## src/rtl/ahb2apb_pkg_swc.sv

```systemverilog
// rtl/ahb2apb_pkg_swc.sv - shared types and constants for the AHB-to-APB bridge
package ahb2apb_pkg_swc;

  typedef enum logic [1:0] {
    ST_IDLE   = 2'd0,
    ST_SETUP  = 2'd1,
    ST_ACCESS = 2'd2
  } apb_state_t;

  localparam int DEF_TIMEOUT = 255;

  localparam logic [1:0] HTRANS_IDLE   = 2'b00;
  localparam logic [1:0] HTRANS_BUSY   = 2'b01;
  localparam logic [1:0] HTRANS_NONSEQ = 2'b10;
  localparam logic [1:0] HTRANS_SEQ    = 2'b11;

endpackage

```

## src/rtl/apb_slv_mux_swc.sv

```systemverilog
// rtl/apb_slv_mux_swc.sv - slave-index decode to one-hot select and response mux
module apb_slv_mux_swc #(
  parameter int NSLV = 4,
  parameter int IW   = $clog2(NSLV)
) (
  input  logic [IW-1:0]      idx,
  input  logic [NSLV*32-1:0] prdata,
  input  logic [NSLV-1:0]    pready,
  input  logic [NSLV-1:0]    pslverr,
  output logic [NSLV-1:0]    sel,
  output logic [31:0]        rdata,
  output logic               ready,
  output logic               slverr
);

  always_comb begin
    sel      = '0;
    sel[idx] = 1'b1;
    rdata    = prdata[{idx, 5'd0} +: 32];
    ready    = pready[idx];
    slverr   = pslverr[idx];
  end

endmodule

```

## src/rtl/ahb2apb_apbm_swc.sv

```systemverilog
// rtl/ahb2apb_apbm_swc.sv - APB master half of the AHB-to-APB bridge
module ahb2apb_apbm_swc
  import ahb2apb_pkg_swc::*;
#(
  parameter int NSLV      = 4,
  parameter int SLV_SHIFT = 12,
  parameter int TIMEOUT   = DEF_TIMEOUT
) (
  input  logic               hclk,
  input  logic               hrstn,
  input  logic               wreq,
  input  logic [31:0]        wbuffdata,
  input  logic [31:0]        wbuffaddr,
  input  logic               rreq,
  input  logic [31:0]        rbuffaddr,
  output logic [31:0]        rbuffdata,
  output logic               done,
  output logic               err,
  output logic [NSLV-1:0]    psel,
  output logic               penable,
  output logic               pwrite,
  output logic [31:0]        paddr,
  output logic [31:0]        pwdata,
  input  logic [NSLV*32-1:0] prdata,
  input  logic [NSLV-1:0]    pready,
  input  logic [NSLV-1:0]    pslverr
);

  localparam int IW = $clog2(NSLV);
  localparam int CW = (TIMEOUT > 0) ? $clog2(TIMEOUT + 1) : 1;
  // Counter value during the last ACCESS cycle allowed before abort.
  localparam logic [CW-1:0] CNT_LAST = (TIMEOUT > 0) ? CW'(TIMEOUT - 1) : '0;

  apb_state_t      state, nstate;
  logic [IW-1:0]   idx;
  logic [CW-1:0]   cnt;
  logic [NSLV-1:0] dec_sel;
  logic [31:0]     sel_rdata;
  logic            sel_ready, sel_err;
  logic            start, tmo;

  apb_slv_mux_swc #(.NSLV(NSLV), .IW(IW)) u_mux (
    .idx    (idx),
    .prdata (prdata),
    .pready (pready),
    .pslverr(pslverr),
    .sel    (dec_sel),
    .rdata  (sel_rdata),
    .ready  (sel_ready),
    .slverr (sel_err)
  );

  assign start = (state == ST_IDLE) && (wreq || rreq);
  assign tmo   = (TIMEOUT != 0) && (state == ST_ACCESS) && (cnt == CNT_LAST);

  always_ff @(posedge hclk or negedge hrstn) begin
    if (!hrstn) state <= ST_IDLE;
    else        state <= nstate;
  end

  always_comb begin
    nstate = state;
    case (state)
      ST_IDLE:   if (wreq || rreq) nstate = ST_SETUP;
      ST_SETUP:  nstate = ST_ACCESS;
      ST_ACCESS: if (sel_ready || tmo) nstate = ST_IDLE;
      default:   nstate = ST_IDLE;
    endcase
  end

  always_comb begin
    psel    = '0;
    penable = 1'b0;
    case (state)
      ST_SETUP:  psel = dec_sel;
      ST_ACCESS: begin
        psel    = dec_sel;
        penable = 1'b1;
      end
      default: ;
    endcase
  end

  // Write wins over a simultaneous read; the read is dropped.
  always_ff @(posedge hclk or negedge hrstn) begin
    if (!hrstn) begin
      paddr  <= '0;
      pwdata <= '0;
      pwrite <= 1'b0;
      idx    <= '0;
    end else if (state == ST_IDLE) begin
      if (wreq) begin
        paddr  <= wbuffaddr;
        pwdata <= wbuffdata;
        pwrite <= 1'b1;
        idx    <= wbuffaddr[SLV_SHIFT +: IW];
      end else if (rreq) begin
        paddr  <= rbuffaddr;
        pwdata <= '0;
        pwrite <= 1'b0;
        idx    <= rbuffaddr[SLV_SHIFT +: IW];
      end
    end
  end

  always_ff @(posedge hclk or negedge hrstn) begin
    if (!hrstn)                                  cnt <= '0;
    else if (start)                              cnt <= '0;
    else if (state == ST_ACCESS && cnt != '1)    cnt <= cnt + 1'b1;
  end

  // A ready on the final allowed cycle takes precedence over the timeout.
  always_ff @(posedge hclk or negedge hrstn) begin
    if (!hrstn) begin
      done      <= 1'b0;
      err       <= 1'b0;
      rbuffdata <= '0;
    end else begin
      done <= 1'b0;
      err  <= 1'b0;
      if (state == ST_ACCESS) begin
        if (sel_ready) begin
          done <= 1'b1;
          err  <= sel_err;
          if (!pwrite) rbuffdata <= sel_rdata;
        end else if (tmo) begin
          done <= 1'b1;
          err  <= 1'b1;
          if (!pwrite) rbuffdata <= '0;
        end
      end
    end
  end

endmodule
```

## config.mk

```make
export PLATFORM = sky130hd
export DESIGN_NAME = ahb2apb_apbm_swc
export DESIGN_NICKNAME = d
export VERILOG_FILES = /design/src/rtl/ahb2apb_pkg_swc.sv /design/src/rtl/apb_slv_mux_swc.sv /design/src/rtl/ahb2apb_apbm_swc.sv
export SDC_FILE = /design/constraint.sdc
export NUM_CORES = 1
export LEC_CHECK = 0
export CORE_AREA = 3 3 133 135
export CTS_BUF_LIST = sky130_fd_sc_hd__clkbuf_8 sky130_fd_sc_hd__clkbuf_16
export CTS_CLUSTER_DIAMETER = 30
export CTS_CLUSTER_SIZE = 24
export DETAILED_ROUTE_END_ITERATION = 12
export DIE_AREA = 0 0 136 138
export GPL_TIMING_DRIVEN = 1
export PLACE_DENSITY = 0.73
export RECOVER_POWER = 100
export REMOVE_ABC_BUFFERS = 1
export SLEW_MARGIN = 20
export SYNTH_ARGS = -nofsm -noshare
export SYNTH_HDL_FRONTEND = slang
export SYNTH_SLANG_ARGS = --single-unit
```

## constraint.sdc

```tcl
create_clock -name hclk -period 2 [get_ports hclk]
set_input_delay 0.4 -clock hclk [delete_from_list [all_inputs] [get_ports hclk]]
set_output_delay 0.4 -clock hclk [all_outputs]
set_load 0.02 [all_outputs]
```

* Word level (Yosys, flattened, before mapping)
Cells that the tools add are included.
** Cells by class
- $add $sub $neg :: 1
- Multiply operators :: 0
- Div/mod/pow operators :: 0
- $lt $le $gt $ge :: 2
- Eq/ne operators :: 8
- Shift operators :: 1
- Multiplexer cells :: 30
- Bitwise logic cells :: 0
- Reductions and logical operators :: 14
** Operator list (count)
- two-way mux 32 bit :: 8
- variable part select 128 x 8 -> 32 bit :: 1
- two-way mux 8 bit :: 2
- two-way mux 1 bit :: 11
- adder 8 x 1 -> 8 bit, second input constant :: 1
- == test 8 bit, second input constant :: 1
- two-way mux 2 bit :: 4
- != test 8 bit, second input constant :: 1
- != test 2 bit, second input constant :: 3
- case mux 2 bit (3 select lines) :: 1
- nonzero test 2 bit :: 3
- binary-select mux 1 bit (select 2 bit) :: 2
- logical AND 1 bit :: 4
- two-way mux 4 bit :: 1
- AND reduction 2 bit :: 2
- AND reduction 4 bit :: 1
- < comparator 2 x 3 -> 1 bit, second input constant :: 1
- demux 1 bit (select 2 bit) :: 1
- == test 2 x 1 -> 1 bit, second input constant :: 1
- == test 2 bit, second input constant :: 1
- >= comparator 2 x 1 -> 1 bit, second input constant :: 1
- logical NOT 2 bit :: 1
- logical OR 1 bit :: 2
- != test 2 x 1 -> 1 bit, second input constant :: 1
- OR reduction 2 bit :: 1
** Word-level totals
- Register bits after elaboration :: 111
- Latch bits :: 0
- Bits in writable memories :: 0
- ROM bits :: 0
- Output and inout port bits :: 104
- Word-level logic and storage cells :: 65
- Memories kept :: 0

* Longest topological paths before layout
Gate-level depths: netlist of the first run.
- Word-level depth :: 5
- Gate-level depth with buffers :: 8
- Mapped depth without buffers :: 6

* Cells and area by module
From an unflattened synthesis of the first run, not the netlist that was laid out.
** Second synthesis, totals
- Cells, all modules :: 552
- Area total of the unflattened synthesis :: 5833.1 um^2
** By module, submodules not included
- ahb2apb_apbm_swc :: times used 1, cells an instance 506, area an instance 4969.8 um^2
- apb_slv_mux_swc :: times used 1, cells an instance 46, area an instance 863.3 um^2

* Worst setup path before layout of the first run
OpenSTA, ideal clock, no wires.
- Kind :: register -> output
- Start point :: register, netlist name paddr[13]
- End point :: output port psel[0]
- Arrival time :: 1.442 ns
- Data required time :: 1.600 ns
- Slack :: 0.158 ns
- Cell stages (with the launch flop) :: 4
- Buffers on the path :: 2
- Cells stage by stage :: dfrtp_1 buf_2 buf_1 nor3b_1
** RTL lines
- end, declared :: line ahb2apb_apbm_swc.sv:19 : output logic [NSLV-1:0] psel,

* Worst setup path after layout of the first run
- Start point :: register paddr[13]
- End point :: output port paddr[13]
** RTL lines
- start, declared :: line ahb2apb_apbm_swc.sv:22 : output logic [31:0] paddr,
- start signal, assigned :: line ahb2apb_apbm_swc.sv:93 : paddr <= wbuffaddr;
- start signal, assigned :: line ahb2apb_apbm_swc.sv:98 : paddr <= rbuffaddr;
No word-level cell between the ends.

==> key figures, run 1 <==
Run status
  • Run status: complete, but fails checks
  • Violations in the final reports: max-slew violations

Detailed routing
  • Total number of vias: 5262
  • Number of DRC violations after detailed-routing iteration 0: 249
  • Detailed-route wire length: 18700 um
  • Number of antenna-violating nets in the routed design: 0
  • Vias per cell: 4.80
  • Pre-Repair DR Iteration Count: 4
  • Residual DRC count: 0
  • WL per Instance: 17.1 um

CTS
  • H-tree levels: 3
  • Cts-stage hold buffer count: 0
  • CTS tree: done
  • Post-CTS clock slew at the launch and capture registers of the worst setup and hold paths: 0.08 ns
  • Clock Sinks: 109
  • Clock Latency Late Sink: 0.36 ns
  • Total CTS buffers: 9
  • Maximum clock insertion buffer count: 2
  • Root buffer cell: sky130_fd_sc_hd__clkbuf_16

Synthesis
  • Adder-cell area share of the yosys netlist: 0.0113
  • Ys async rst share: 1.00
  • Fraction of synthesized area in multiplexers: 0.198
  • Post-Synthesis Cells: 535
  • Largest family of logic cells by synthesized area: multiplexers
  • Prevailing post-synth register cell: sky130_fd_sc_hd__dfrtp_1
  • Yosys warning total: 0
  • Mean cell area of the mapped netlist: 10.4 um2
  • Number of flip-flops and latches in the synthesized netlist: 109
  • Number of distinct library cells after synthesis: 39
  • Simple-Gate Fraction of Synth Area: 0.150
  • Synthesized area: 5560 um2
  • Sequential share of the synthesized area: 0.491
  • Post-synth EDFFs: 0
  • Share of the synthesized area in compound gates (AO/OA/AOI/OAI): 0.0824
  • Post-synthesis share of cell area spent on xor and xnor gates: 0.00630

Place
  • IO Port Bufs: 339
  • Detail Placement HPWL: 14800 um
  • RD Place Congestion: 0.781
  • Worst slack at placement: -0.0371 ns
  • Instance area at placement: 9260 um2

Global route
  • Remaining global-route overflow: 0
  • Global-route total usage across every layer: 0.195
  • Number of global-route vias before repair: 5361
  • Initial antenna violation count: 1
  • Wire length of the first global-routing pass: 28700 um
  • Maximum number of pins on one net before global-route repair: 110

Final layout
  • Filler cell count: 1469
  • Leading cell type in the layout, fill and taps excluded: sky130_fd_sc_hd__clkdlybuf4s50_1
  • Cell area after layout: 9460 um2
  • Highest-count cells in the layout ignoring fill and taps: sky130_fd_sc_hd__clkdlybuf4s50_1, sky130_fd_sc_hd__dfrtp_1, sky130_fd_sc_hd__nand2_1
  • Fin nets: 1111
  • Area growth from synthesis to layout: 70.2%
  • Final core area utilization: 0.570
  • Share of layout cells above drive strength 1: 0.0960

Power and ir drop
  • Total power density per cell area: 1310 nW/um2
  • Switching component of the power: 5.17 mW
  • Internal power summed over all cells: 7.20 mW
  • Power share of the combinational group: 0.559
  • Switching power share of the total: 0.418
  • Clock share of power: 0.138
  • Reg power frac: 0.303
  • Peak ir drop on the vdd network: 0.647 mV
  • Leak: 4.21 nW

STA
  • Normalized max-slew margin: -0.0295
  • Final number of setup-violating endpoints: 0
  • Clock tree skew after final layout: 0.00970 ns
  • Final Max Slew Viols: 110
  • Number of hold-slack violations in the final timing report: 0
  • Unrepaired setup endpoints after global routing: false
  • Maximum clock frequency: 0.519 GHz
  • Final Worst Setup Slack: 0.0738 ns
  • Actual slew at the worst max-slew pin: 1.54 ns
  • Post-route minimum period: 1.93 ns
  • Final cycle utilization of the critical path: 0.963

Setup path
  • Sum of buffers and inverters on the critical path: 2
  • Largest stage delay on the critical path: 0.63 ns
  • Largest fanout on the critical path: 3
  • Ordered cell list for the critical path: clkbuf_1 > clkdlybuf4s50_1
  • CP delay by family, top: buffers and inverters
  • Slowest CP cell: sky130_fd_sc_hd__clkdlybuf4s50_1
  • Reg2Reg Setup Slack: 0.13 ns
  • CP arrival: 1.53 ns
  • Endpoint required time on the critical path: 1.60 ns
  • Critical Path Start Type: flop
  • Endpoint class of the critical path: primary output
  • Kind of critical path: reg2out

Die
  • Area enclosed by the die boundary: 18800 um2
  • Num rows: 47
  • Core outline area: 16600 um2
  • Die span in x: 136 um
  • Height of the die: 138 um
  • Initial core utilization: 0.335
  • Num ports: 340

Hold path
  • HP Class: reg2reg

Job
  • Maximum capacitance violations: 0
[layer usage]
layer  up-vias  GRT usage  routed length (um)
met2       246      0.344                9480
met3        29     0.0516                1710
met5         -          0                   0
met1      2450      0.223                6950
met4         0     0.0780                 601
li1       2537          -                   -
[power by group through the flow]
| stage | combinational, mW | clock, mW | sequential [mW] |
|---|---|---|---|
| after global routing | 7.51 | 1.86 | 3.90 |
| after floorplan | 2.36 | 0 | 5.25 |
| after CTS | 7.56 | 1.76 | 3.82 |
| after global placement | 7.41 | 0 | 3.87 |
| after detailed placement | 7.49 | 0 | 3.91 |
| final | 6.92 | 1.71 | 3.75 |
[path summary, 6_finish.rpt]
| check | endpoint | cells after the start | startpoint |
|---|---|---|---|
| setup reg to reg | state[1] | 5 | paddr[12] |
| setup / recovery | paddr[13] | 2 | paddr[13] |
| hold reg to reg | pwdata[19] | 2 | pwdata[19] |
| min in group asynchronous | paddr[17] | 2 | hrstn |
| hold / removal | pwdata[19] | 2 | pwdata[19] |
| max in group asynchronous | paddr[12] | 2 | hrstn |
[cells in the mapped netlist, types with 2 or more instances]
library cell | instances | share of area
sky130_fd_sc_hd__dfrtp_1 | 109 | 0.49
sky130_fd_sc_hd__nand2_1 | 103 | 0.070
sky130_fd_sc_hd__nand3_1 | 67 | 0.060
sky130_fd_sc_hd__inv_1 | 37 | 0.025
sky130_fd_sc_hd__o21ai_1 | 36 | 0.032
sky130_fd_sc_hd__mux4_2 | 34 | 0.14
sky130_fd_sc_hd__mux2i_1 | 32 | 0.058
sky130_fd_sc_hd__o21ai_0 | 32 | 0.029
sky130_fd_sc_hd__clkbuf_1 | 23 | 0.016
sky130_fd_sc_hd__nor2_1 | 8 | 0.0054
sky130_fd_sc_hd__buf_2 | 6 | 0.0054
sky130_fd_sc_hd__buf_1 | 5 | 0.0034
sky130_fd_sc_hd__ha_1 | 5 | 0.011
sky130_fd_sc_hd__buf_6 | 4 | 0.0081
sky130_fd_sc_hd__buf_4 | 3 | 0.0041
sky130_fd_sc_hd__xnor2_1 | 3 | 0.0047
sky130_fd_sc_hd__a21oi_1 | 2 | 0.0018
sky130_fd_sc_hd__and3_1 | 2 | 0.0023
sky130_fd_sc_hd__nand4_1 | 2 | 0.0023
sky130_fd_sc_hd__o211ai_1 | 2 | 0.0027
sky130_fd_sc_hd__o21a_1 | 2 | 0.0027
[per-stage QoR]
step	setup TNS (ns)	hold slack [ns]	total power [mW]	cells
detailed placement	-0.0606	0.455	11.4	1076
finish	0	0.462	12.4	1096
global route	0	0.470	13.3	1096
global placement	-0.0277	0.449	11.3	1076
floorplan	-164.55	0.104	7.61	494
CTS	0	0.151	13.1	1095
[registers in the layout, summed over array words and instances, names as in the netlist]
| name | cells |
|---|---|
| cnt | 8 |
| pwrite | 1 |
| done | 1 |
| rbuffdata | 32 |
| state | 2 |
| paddr | 32 |
| pwdata | 32 |
| err | 1 |
[kinds of logic (layout without fill, tap and decap cells)]
| kind of cell | Yosys count | in the layout |
|---|---|---|
| fa+ha+maj | 5 | 5 |
| other cells | 0 | 1 |
| xor+xnor | 4 | 4 |
| compound gates | 82 | 82 |
| flops | 109 | 109 |
| simple gates | 190 | 190 |
| mux | 67 | 67 |
| buf+inv | 78 | 418 |
[timing repair]
action / in CTS / in global routing
setup endpoints to repair: 7 / 3
pin swaps: 0 / 0
gates resized for setup: 13 / 4
endpoints found under the hold margin: 0 / 0
setup buffers: 3 / 0
[worst min-delay path, stage by stage (launching register included)]
cell	delay, ns
sky130_fd_sc_hd__dfrtp_1	0.34
sky130_fd_sc_hd__nand2_1	0.05
sky130_fd_sc_hd__nand2_1	0.04
[area by class of cell]
class | count | area (um2) | share of cell area
antenna | 1 | 2.50 | 0.000265
clock buffer | 9 | 225 | 0.0238
clock inverter | 7 | 50.0 | 0.00529
inverter | 37 | 139 | 0.0147
multi-input combinational | 348 | 2480 | 0.262
sequential | 109 | 2730 | 0.289
tap | 220 | 275 | 0.0291
timing repair buffer | 365 | 3560 | 0.376
No activity file was read; power rests on OpenSTA's default activity.
==> run 2, diff against run 1 <==
--- a/config.mk
+++ b/config.mk
@@ -5,17 +5,18 @@
 export SDC_FILE = /design/constraint.sdc
 export NUM_CORES = 1
 export LEC_CHECK = 0
-export CORE_AREA = 3 3 133 135
+export CORE_AREA = 4 4 130 132
 export CTS_BUF_LIST = sky130_fd_sc_hd__clkbuf_8 sky130_fd_sc_hd__clkbuf_16
 export CTS_CLUSTER_DIAMETER = 30
 export CTS_CLUSTER_SIZE = 24
 export DETAILED_ROUTE_END_ITERATION = 12
-export DIE_AREA = 0 0 136 138
+export DIE_AREA = 0 0 134 136
 export GPL_TIMING_DRIVEN = 1
-export PLACE_DENSITY = 0.73
+export PLACE_DENSITY = 0.77
 export RECOVER_POWER = 100
 export REMOVE_ABC_BUFFERS = 1
 export SLEW_MARGIN = 20
 export SYNTH_ARGS = -nofsm -noshare
 export SYNTH_HDL_FRONTEND = slang
 export SYNTH_SLANG_ARGS = --single-unit
+export TNS_END_PERCENT = 20
==> key figures, run 2 (synthesis gave the netlist of run 1 again) <==
Final layout
  • Number of diodes added for antenna fixing: 0
  • Leading cell type in the layout, fill and taps excluded: sky130_fd_sc_hd__clkdlybuf4s50_1
  • Area growth from synthesis to layout: 71.7%
  • Highest-count cells in the layout ignoring fill and taps: sky130_fd_sc_hd__clkdlybuf4s50_1, sky130_fd_sc_hd__dfrtp_1, sky130_fd_sc_hd__nand2_1
  • Fin nets: 1106
  • Share of layout cells above drive strength 1: 0.0943
  • Largest registers: paddr (32), pwdata (32), rbuffdata (32)
  • Final core area utilization: 0.607

Detailed routing
  • Number of antenna-violating nets in the routed design: 0
  • WL per Instance: 18.0 um
  • Residual DRC count: 0
  • Detailed-route wire length: 19600 um
  • Number of DRC violations after detailed-routing iteration 0: 290
  • Pre-Repair DR Iteration Count: 4
  • Vias per cell: 4.84
  • Total number of vias: 5260

Global route
  • Maximum number of pins on one net before global-route repair: 87
  • Wire length of the first global-routing pass: 29600 um
  • Number of global-route vias before repair: 5455
  • GR peak layer: met2
  • Remaining global-route overflow: 0
  • Global-route total usage across every layer: 0.210
  • Met3 Use GR: 0.0570
  • Initial antenna violation count: 0
  • Met2 demand-to-capacity share in global routing: 0.391
  • Met1 capacity usage during global routing: 0.234

STA
  • Maximum clock frequency: 0.524 GHz
  • Final cycle utilization of the critical path: 0.955
  • Number of hold-slack violations in the final timing report: 0
  • Unrepaired setup endpoints after global routing: false
  • Post-route minimum period: 1.91 ns
  • Normalized max-slew margin: 0.431
  • Final number of setup-violating endpoints: 0
  • Clock tree skew after final layout: 0.0105 ns
  • Final Max Slew Viols: 0
  • Actual slew at the worst max-slew pin: 0.854 ns
  • Worst Hold Slack: 0.461 ns

Die
  • Height of the die: 136 um
  • Die span in x: 134 um
  • Core outline area: 15700 um2
  • Num ports: 340
  • Num rows: 46
  • Initial core utilization: 0.354
  • Area enclosed by the die boundary: 18200 um2

Power and ir drop
  • Peak ir drop on the vdd network: 0.711 mV
  • Leak: 4.23 nW
  • Total power density per cell area: 1320 nW/um2

Place
  • Detail Placement HPWL: 15400 um
  • IO Port Bufs: 339
  • RD Place Congestion: 0.768

CTS
  • H-tree levels: 3
  • Clock Sinks: 109
  • CTS tree: done
  • Root buffer cell: sky130_fd_sc_hd__clkbuf_16
  • Maximum clock insertion buffer count: 2
  • Post-CTS clock slew at the launch and capture registers of the worst setup and hold paths: 0.07 ns
  • Total CTS buffers: 9
  • Clock Latency Late Sink: 0.35 ns

Setup path
  • CP arrival: 1.51 ns
  • Ordered cell list for the critical path: buf_6 > clkdlybuf4s50_1
  • Endpoint class of the critical path: primary output
  • Largest stage delay on the critical path: 0.63 ns
  • Largest fanout on the critical path: 15
  • Critical Path Start Type: flop
  • Endpoint required time on the critical path: 1.60 ns
  • Kind of critical path: reg2out
  • Slowest CP cell: sky130_fd_sc_hd__clkdlybuf4s50_1

Run status
  • Run status: complete, no violations

Job
  • Maximum capacitance violations: 0

Hold path
  • HP Class: reg2reg
run 2: cell types whose count changed in the layout (fill, tap and decap cells not counted), moves of 4 or more:
cell | before | now
sky130_fd_sc_hd__o21ai_1 | 12 | 5
sky130_fd_sc_hd__buf_4 | 18 | 9
sky130_fd_sc_hd__o21ai_0 | 56 | 63
sky130_fd_sc_hd__buf_12 | 1 | 6
sky130_fd_sc_hd__clkbuf_1 | 5 | 1
run 2: final cells by class:
cell class                      instances  area [um2]
Clock inverter                          7        80.1
Tap cell                              216         270
Inverter                               37         139
Sequential cell                       109        2730
Fill cell                            1345        6170
Multi-Input combinational cell        348        2500
Clock buffer                            9         225
Timing Repair Buffer                  360        3600
run 2: worst paths after layout:
| path | from | endpoint | slack (ns) | cells after the start |
|---|---|---|---|---|
| worst min register to register | pwdata[13] | pwdata[13] | 0.46 | 2 |
| max in group asynchronous | hrstn | paddr[19] | 0.39 | 3 |
| worst max-delay path | paddr[13] | paddr[13] | 0.09 | 2 |
| worst min-delay path | pwdata[13] | pwdata[13] | 0.46 | 2 |
| min in group asynchronous | hrstn | paddr[7] | 0.70 | 2 |
| worst max register to register | paddr[12] | rbuffdata[19] | 0.14 | 4 |
run 2: metrics by stage:
| step | std cells | TNS (ns) | worst slack, ns | area [um2] | total power [mW] |
|---|---|---|---|---|---|
| 4_1_cts | 1086 | 0 | 0.00320 | 9600 | 13.3 |
| 5_1_grt | 1086 | 0 | 0.0312 | 9540 | 13.5 |
| 3_3_place_gp | 1069 | -0.0315 | -0.0315 | 9280 | 11.3 |
| 6_report | 1086 | 0 | 0.0901 | 9540 | 12.6 |
| 3_5_place_dp | 1069 | -0.477 | -0.0755 | 9280 | 11.4 |
| 2_1_floorplan | 494 | -164.55 | -1.93 | 5360 | 7.61 |
run 2: timing repair:
| action | CTS | global route |
|---|---|---|
| endpoints found under the hold margin | 8 | 0 |
| hold buffers | 1 | 0 |
| resized for setup | 16 | 4 |
| setup endpoints to repair | 6 | 3 |
| buffers inserted | 0 | 0 |
run 2: critical path, delay by kind of cell (launching register included):
family / cells / cell delay [ns]
flops: 1 / 0.34
buf+inv: 2 / 0.81
run 2: metal layers:
metal / wire length (um) / part of all wire / vias to the layer above
li1: - / - / 2521
met1: 7200 / 0.37 / 2479
met2: 10400 / 0.53 / 235
met3: 1530 / 0.078 / 25
met4: 396 / 0.020 / 0
met5: 0 / 0 / -
run 2: where the power goes:
part           switching, mW  total (mW)  internal [mW]
Clock                  0.866        1.85          0.988
Sequential             0.536        3.77           3.23
Combinational           3.80        6.98           3.18
==> run 3, diff against run 2 <==
--- a/config.mk
+++ b/config.mk
@@ -5,14 +5,13 @@
 export SDC_FILE = /design/constraint.sdc
 export NUM_CORES = 1
 export LEC_CHECK = 0
-export CORE_AREA = 4 4 130 132
+export CORE_AREA = 4 4 129 131
 export CTS_BUF_LIST = sky130_fd_sc_hd__clkbuf_8 sky130_fd_sc_hd__clkbuf_16
 export CTS_CLUSTER_DIAMETER = 30
 export CTS_CLUSTER_SIZE = 24
 export DETAILED_ROUTE_END_ITERATION = 12
-export DIE_AREA = 0 0 134 136
-export GPL_TIMING_DRIVEN = 1
-export PLACE_DENSITY = 0.77
+export DIE_AREA = 0 0 133 135
+export PLACE_DENSITY = 0.78
 export RECOVER_POWER = 100
 export REMOVE_ABC_BUFFERS = 1
 export SLEW_MARGIN = 20
==> constraint.sdc (replaced) <==
create_clock -name hclk -period 2.5 [get_ports hclk]
set_input_delay 0.5 -clock hclk [delete_from_list [all_inputs] [get_ports hclk]]
set_output_delay 0.5 -clock hclk [all_outputs]
set_load 0.02 [all_outputs]
==> key figures, run 3 (synthesis gave the netlist of run 1 again) <==
Run status
  • Run status: complete, but fails checks
  • Violations in the final reports: max-capacitance violations, max-slew violations

Global route
  • Wire length of the first global-routing pass: 29200 um
  • Maximum number of pins on one net before global-route repair: 93
  • Remaining global-route overflow: 0
  • Global-route total usage across every layer: 0.206
  • Number of global-route vias before repair: 5482
  • Initial antenna violation count: 0

Detailed routing
  • Detailed-route wire length: 19000 um
  • Total number of vias: 5232
  • Number of DRC violations after detailed-routing iteration 0: 252
  • Pre-Repair DR Iteration Count: 4
  • Vias per cell: 4.86
  • Residual DRC count: 0
  • Number of antenna-violating nets in the routed design: 0
  • WL per Instance: 17.7 um

Setup path
  • Critical Path Start Type: flop
  • CP arrival: 1.88 ns
  • Largest fanout on the critical path: 4
  • End point of the critical path: psel[1]
  • Reg2Reg Setup Slack: 0.27 ns
  • Worst flop-to-flop path startpoint: paddr[12]
  • Endpoint class of the critical path: primary output
  • CP startpoint: state[1]
  • Endpoint required time on the critical path: 2.00 ns
  • Capture instance of the worst register-to-register path: rbuffdata[18]
  • Kind of critical path: reg2out
  • Count of cells along the worst register-to-register path: 4

CTS
  • Post-cts gate resize count: 0
  • Post-CTS clock slew at the launch and capture registers of the worst setup and hold paths: 0.07 ns
  • Clock Sinks: 109
  • Post-CTS Setup Inserts: 0
  • Cts-stage hold buffer count: 0
  • Clock Latency Late Sink: 0.34 ns
  • Root buffer cell: sky130_fd_sc_hd__clkbuf_16
  • Total CTS buffers: 9
  • CTS tree: done
  • Maximum clock insertion buffer count: 2
  • H-tree levels: 3

Hold path
  • HP Class: in2reg

STA
  • Post-route minimum period: 2.38 ns
  • Normalized max-slew margin: -0.323
  • Maximum clock frequency: 0.421 GHz
  • Clock tree skew after final layout: 0.00663 ns
  • Final cycle utilization of the critical path: 0.950
  • Number of hold-slack violations in the final timing report: 0
  • Unrepaired setup endpoints after global routing: false
  • Actual slew at the worst max-slew pin: 1.98 ns
  • Final Max Slew Viols: 37
  • Worst Hold Slack: 0.413 ns
  • Final number of setup-violating endpoints: 0

Die
  • Area enclosed by the die boundary: 18000 um2
  • Core outline area: 15600 um2
  • Die span in x: 133 um
  • Height of the die: 135 um
  • Num rows: 46
  • Initial core utilization: 0.356
  • Num ports: 340

Final layout
  • Area growth from synthesis to layout: 69.7%
  • Final core area utilization: 0.605
  • Highest-count cells in the layout ignoring fill and taps: sky130_fd_sc_hd__clkdlybuf4s50_1, sky130_fd_sc_hd__dfrtp_1, sky130_fd_sc_hd__nand2_1
  • Fin nets: 1097
  • Filler cell count: 1343
  • Cell area after layout: 9430 um2
  • Largest registers: paddr (32), pwdata (32), rbuffdata (32)
  • Share of layout cells above drive strength 1: 0.0767
  • Leading cell type in the layout, fill and taps excluded: sky130_fd_sc_hd__clkdlybuf4s50_1
  • Number of diodes added for antenna fixing: 0

Place
  • Instance area at placement: 9160 um2
  • RD Place Congestion: 0.796
  • Detail Placement HPWL: 15000 um
  • IO Port Bufs: 339

Job
  • Maximum capacitance violations: 1

Power and ir drop
  • Total power density per cell area: 1060 nW/um2
  • Total chip power: 9.98 mW
  • Leak: 4.18 nW
  • Peak ir drop on the vdd network: 0.533 mV
run 3: cell count changes in the layout (fill, tap and decap cells not counted), moves of 3 or more:
| cell | previous run | this run |
|---|---|---|
| sky130_fd_sc_hd__buf_12 | 6 | 2 |
| sky130_fd_sc_hd__clkbuf_2 | 5 | 1 |
| sky130_fd_sc_hd__o21ai_0 | 63 | 60 |
| sky130_fd_sc_hd__o21ai_1 | 5 | 8 |
run 3: per-stage QoR:
step	setup slack, ns	instances	setup TNS, ns
after floorplan	-1.53	494	-118.11
after global placement	0.278	1061	0
after detailed placement	0.229	1061	0
after CTS	0.0476	1077	0
after global routing	0.0126	1077	0
final	0.124	1077	0
run 3: worst min path at each step:
stage                     from    endpoint  slack (ns)  depth (start not counted)
floorplan                hrstn      cnt[0]        0.20                          0
global placement    pwdata[14]  pwdata[14]        0.45                          2
detailed placement   pwdata[1]   pwdata[1]        0.45                          2
CTS                      hrstn   pwdata[4]        0.12                          1
global route              wreq      pwrite        0.40                          3
finish                    wreq      pwrite        0.41                          3
run 3: power by group:
part / internal (mW) / total (mW) / switching, mW
logic: 2.42 / 5.39 / 2.97
clock network: 0.907 / 1.55 / 0.644
registers: 2.59 / 3.04 / 0.450
total: 5.92 / 9.98 / 4.07
run 3: cell type report:
type                    count  area (um2)  share of cell area
multi-input cells         348        2470               0.262
inverters                  37         139              0.0147
repair buffers            351        3490               0.371
clock inverters             6        86.3             0.00915
flip-flops and latches    109        2730               0.289
well taps                 216         270              0.0287
clock buffers              10         239              0.0253
run 3: metal layers:
metal	global-route usage	vias to the layer above	wire (um)
met4	0.0520	0	380
met3	0.0633	20	1560
met2	0.378	245	9910
li1	-	2502	-
met1	0.235	2465	7200
met5	0	-	0
run 3: worst max-delay path, stage by stage (launching register included):
cell and delay, ns:
sky130_fd_sc_hd__dfrtp_1 0.38, sky130_fd_sc_hd__inv_1 0.07, sky130_fd_sc_hd__ha_1 0.32, sky130_fd_sc_hd__and3b_1 0.17, sky130_fd_sc_hd__clkdlybuf4s50_1 0.60
